### src/rtl/shift_deser.sv
// Serial-to-parallel deserializer: collects WIDTH bits in either order and hands the word out
// through a single-entry valid/ready output register. Define PARITY_CHK_EN to add an even-parity bit per frame.
module shift_deser #(
    parameter int WIDTH = 4
) (
    input  logic             clk,
    input  logic             clr,
    input  logic             start,
    input  logic             msb_first,
    input  logic             din,
    input  logic             din_vld,
    input  logic             q_rdy,
    input  logic             err_clr,
    output logic [WIDTH-1:0] Q,
    output logic             q_vld,
    output logic             busy,
    output logic             ovr,
    output logic             par_err
);

    localparam int CW = $clog2(WIDTH + 1);
    localparam logic [1:0] IDLE  = 2'd0;
    localparam logic [1:0] SHIFT = 2'd1;
`ifdef PARITY_CHK_EN
    localparam logic [1:0] PAR   = 2'd2;
`endif
    localparam logic [CW-1:0] LAST = CW'(WIDTH - 1);

    logic [1:0]       state_q, state_d;
    logic [CW-1:0]    cnt_q, cnt_d;
    logic             msb_q, msb_d;
    logic [WIDTH-1:0] sr_q, sr_d;
    logic [WIDTH-1:0] q_q, q_d;
    logic             q_vld_q, q_vld_d;
    logic             ovr_q, ovr_d;
    logic [WIDTH-1:0] sr_shift;
    logic             load;
    logic [WIDTH-1:0] load_word;

    assign sr_shift = msb_q ? {sr_q[WIDTH-2:0], din} : {din, sr_q[WIDTH-1:1]};

    // Frame collection; start has priority over any data bit in the same cycle.
    always_comb begin
        state_d   = state_q;
        cnt_d     = cnt_q;
        msb_d     = msb_q;
        sr_d      = sr_q;
        load      = 1'b0;
        load_word = sr_q;
        if (start) begin
            state_d = SHIFT;
            cnt_d   = '0;
            msb_d   = msb_first;
            sr_d    = '0;
        end else if (din_vld) begin
            case (state_q)
                SHIFT: begin
                    sr_d  = sr_shift;
                    cnt_d = cnt_q + CW'(1);
                    if (cnt_q == LAST) begin
`ifdef PARITY_CHK_EN
                        state_d = PAR;
`else
                        state_d   = IDLE;
                        cnt_d     = '0;
                        load      = 1'b1;
                        load_word = sr_shift;
`endif
                    end
                end
`ifdef PARITY_CHK_EN
                PAR: begin
                    state_d   = IDLE;
                    cnt_d     = '0;
                    load      = 1'b1;
                    load_word = sr_q;
                end
`endif
                default: ;
            endcase
        end
    end

    // Output slot: a completed word only lands if the slot is free or being drained this cycle.
    always_comb begin
        q_d     = q_q;
        q_vld_d = q_vld_q;
        ovr_d   = err_clr ? 1'b0 : ovr_q;
        if (load) begin
            if (!q_vld_q || q_rdy) begin
                q_d     = load_word;
                q_vld_d = 1'b1;
            end else begin
                ovr_d = 1'b1;
            end
        end else if (q_vld_q && q_rdy) begin
            q_vld_d = 1'b0;
        end
    end

    always_ff @(posedge clk or negedge clr) begin
        if (!clr) begin
            state_q <= IDLE;
            cnt_q   <= '0;
            msb_q   <= 1'b0;
            sr_q    <= '0;
            q_q     <= '0;
            q_vld_q <= 1'b0;
            ovr_q   <= 1'b0;
        end else begin
            state_q <= state_d;
            cnt_q   <= cnt_d;
            msb_q   <= msb_d;
            sr_q    <= sr_d;
            q_q     <= q_d;
            q_vld_q <= q_vld_d;
            ovr_q   <= ovr_d;
        end
    end

`ifdef PARITY_CHK_EN
    logic par_err_q, par_err_d;
    logic par_bad;

    // Even parity: data bits XOR parity bit must be zero.
    assign par_bad = (state_q == PAR) && din_vld && !start && ((^sr_q) ^ din);

    always_comb begin
        par_err_d = err_clr ? 1'b0 : par_err_q;
        if (par_bad) begin
            par_err_d = 1'b1;
        end
    end

    always_ff @(posedge clk or negedge clr) begin
        if (!clr) begin
            par_err_q <= 1'b0;
        end else begin
            par_err_q <= par_err_d;
        end
    end

    assign par_err = par_err_q;
`else
    assign par_err = 1'b0;
`endif

    assign Q     = q_q;
    assign q_vld = q_vld_q;
    assign busy  = (state_q != IDLE);
    assign ovr   = ovr_q;

endmodule

### config.mk
export PLATFORM = sky130hd
export DESIGN_NAME = shift_deser
export DESIGN_NICKNAME = d
export VERILOG_FILES = /design/src/rtl/shift_deser.sv
export SDC_FILE = /design/constraint.sdc
export NUM_CORES = 1
export LEC_CHECK = 0
export ABC_AREA = 1
export CORE_MARGIN = 2
export CORE_UTILIZATION = 30
export CTS_CLUSTER_DIAMETER = 30
export DETAILED_ROUTE_END_ITERATION = 10
export PLACE_DENSITY = 0.52
export SYNTH_ARGS = -nofsm -noshare
export SYNTH_HDL_FRONTEND = slang
export SYNTH_SLANG_ARGS = --single-unit
### constraint.sdc
create_clock -name clk -period 1.92 [get_ports clk]
set_input_delay 0.192 -clock clk [delete_from_list [all_inputs] [get_ports clk]]
set_output_delay 0.192 -clock clk [all_outputs]
set_load 0.03 [all_outputs]
==> results by group <==
Timing
  • Share of the clock period used by the worst path: 82.4%
  • Final number of hold-violating endpoints: 0
  • Accumulated negative setup slack: 0 ps
  • Final worst path period need: 1580 ps
  • Worst slew slack as a fraction of its limit: 54.8%
  • RSZ-0062 raised after global routing: no
  • Slew @ Worst Pin: 675 ps
  • Upper clock frequency limit: 632 MHz
  • Count of final setup violators: 0
  • Fin. max-slew vios: 0
  • Final Skew: 3.25 ps

Global routing
  • Antenna violations before repair: 0
  • Global-route congestion overflow total: 0
  • Maximum number of pins on one net before global-route repair: 16
  • Total routing usage reported by global routing: 11.6%
  • Vias in the first global route: 508
  • First-pass GRT wire length: 2.24 mm

Logic synthesis
  • Net Count, Synth: 92
  • Yosys warning total: 0
  • Cell type with the largest total area after synthesis: sky130_fd_sc_hd__dfrtp_1
  • Compound-Gate Fraction of Synth Area: 8.29%
  • Dominant combinational cell family by area after synthesis: simple AND/OR/NAND/NOR gates
  • Instance count of the mapped netlist: 83
  • Synth unique cells: 16
  • Top-area cell type share of the netlist area: 54.1%
  • Fraction of synthesis flops using an asynchronous set or reset pin: 100%
  • Post-Syn Area: 694 um2
  • Proportion of synthesized area in mux cells: 0%
  • Area contributors post-synth: sky130_fd_sc_hd__dfrtp_1 (54%), sky130_fd_sc_hd__nand2_1 (15%), sky130_fd_sc_hd__o21ai_0 (6.5%)
  • Flops & latches, synth: 15
  • Synth Area per Inst: 8.37 um2
  • Adder-cell share of the synthesized area: 1.80%
  • Leading post-synthesis cells by instance count: sky130_fd_sc_hd__nand2_1 (27), sky130_fd_sc_hd__dfrtp_1 (15), sky130_fd_sc_hd__inv_1 (10)
  • Leading register cell type out of synthesis: sky130_fd_sc_hd__dfrtp_1
  • Xor and xnor area share after synthesis: 0%
  • Most instantiated library cell after synthesis: sky130_fd_sc_hd__nand2_1
  • Synth Area in Simple Gates: 27.6%
  • Sequential-to-total area share from yosys stat: 54.1%
  • Number of flops mapped to enable cells by yosys: 0

Layout
  • Antenna fix cells: 0
  • Layout Area Growth over Synthesis: 27.2%
  • Post-layout utilization of the core: 40.3%
  • Fraction of final layout cells sized beyond drive strength 1: 8.08%
  • Count of nets after finishing: 109
  • Cell Count, Final, Fillers Out: 127
  • Final-layout fill cell count: 228

Clocking
  • CTS tree: yes
  • Clock root buffer master: sky130_fd_sc_hd__clkbuf_4
  • Max Buffers Root-to-Sink: 2
  • Number of buffers inserted during clock tree synthesis: 3
  • Worst skew pair latency: 270 ps
  • Number of resized instances in the post-cts repair step: 0
  • Clock Pin Slew Worst Setup and Hold Paths: 90 ps
  • Hold-fix buffer count after cts: 0
  • CTS sink count: 15
  • Post-CTS repair timing setup buffer count: 0
  • H-tree Lvls: 1

Route
  • First-iteration detailed-routing DRC count: 4
  • Detailed-route via count: 548
  • Routed via count divided by cell count: 4.31
  • Final routed wire length divided by cell count: 10.5 um
  • Post-route DRC: 0
  • Final Routed Wirelength: 1.33 mm
  • Post-route antenna net violation count: 0
  • Drt first pass iters: 3

Pwr
  • Reported leakage power: 0.000419 uW
  • Sw frac: 26.2%
  • NetSw: 158 uW
  • Internal Dissipation: 444 uW
  • Peak supply drop: 0.000310 V
  • Register share of total power: 56.4%
  • Fraction of power consumed by the clock network: 29.7%
  • Combinational share of power: 13.9%
  • Pwr per Cell Area: 682 nW/um2

Setup path
  • Startpoint type of the worst setup path: register
  • Master of the slowest instance on the critical path: sky130_fd_sc_hd__clkdlybuf4s50_1
  • Worst R2R Setup Slack: 810 ps
  • CP endpoint kind: primary output
  • Delay contributed by the slowest stage of the critical path: 690 ps
  • Critical path cell sequence: clkdlybuf4s50_1
  • Arrival time of the worst setup path: 1390 ps
  • Dominant delay contributor by cell family on the critical path: buffers and inverters
  • Buffer and inverter count on the worst path: 1
  • Startpoint-to-endpoint class of the critical path: reg2out
  • Crit path required time: 1730 ps
  • Peak fanout along the critical path: 4

Flow run
  • Max-capacitance violation count: 0

Run status
  • Run status: completed

Placement
  • Placed Cells: 123
  • Count of input and output buffers: 14
  • GPL Wtd Cong: 0.702
  • Estimated wirelength of the detail-placed design: 1.08 mm

Floorplan
  • Area of the core: 2190 um2
  • Die Span Y: 52.1 um
  • Initial cell density of the core: 31.7%
  • Count of boundary I/O pins: 16
  • Floorplan die area: 2720 um2
  • Rows: 17
  • Die Span X: 52.1 um

Hold path
  • Classification of the worst-slack hold path: in2async
worst paths after layout:
path / start / endpoint / depth (start not counted)
max: state_q[0] / busy / 1
min: clr / ovr / 1
max reg2reg: cnt_q[0] / Q[2] / 6
min reg2reg: Q[3] / Q[3] / 2
max in group asynchronous: clr / sr_q[2] / 1
min in group clk: msb_first / msb_q / 3
flip-flops by register name (all words and copies together), names as in the netlist:
name / count
q_vld: 1
state_q: 1
cnt_q: 3
msb_q: 1
sr_q: 4
Q: 4
ovr: 1
cells by family (layout without fill, tap and decap cells):
kind of cell,count (synthesis),in the layout
AND/OR/NAND/NOR,42,42
flip-flops,15,15
buffers and inverters,13,29
AO/OA/AOI/OAI,11,11
adder cells (fa/ha/maj),1,1
other,1,1
cells in the final DEF (no fill, tap or decap), drive strengths merged:
master	n
dfrtp	15
inv	11
o211ai	1
nor2	5
nand3	9
ha	1
o21ai	10
clkdlybuf4s50	14
nand2	28
clkbuf	4
conb	1
metal layers:
metal | vias to the layer above | track usage (%) | part of all wire, %
met5 | - | 0 | 0
li1 | 290 | - | -
met3 | 0 | 3.74 | 5.3
met4 | 0 | 3.95 | 0
met1 | 245 | 15.1 | 48
met2 | 13 | 18.1 | 46
power groups by stage:
stage | clock network [uW] | registers, uW | logic, uW
3_3_place_gp | 0 | 346 | 84.2
4_1_cts | 188 | 340 | 85.2
5_1_grt | 204 | 342 | 94.1
3_5_place_dp | 0 | 346 | 84.9
2_1_floorplan | 0 | 353 | 38.8
6_report | 179 | 340 | 83.7
area by class of cell:
type	instances	area (um2)	area share (%)
clock buffers	4	26.3	2.97
inverters	11	41.3	4.67
multi-input cells	55	265	30.0
flip-flops and latches	15	375	42.5
well taps	28	35.0	3.97
repair buffers	14	140	15.9
through the flow:
step / cell area (um2) / setup slack [ps] / power [uW] / hold slack (ps)
floorplan: 694 / 753 / 392 / -104
global placement: 857 / 533 / 430 / 474
detailed placement: 857 / 512 / 431 / 467
CTS: 883 / 325 / 613 / 340
global route: 883 / 300 / 640 / 371
finish: 883 / 338 / 602 / 319
(Power assumes the default switching activity.)
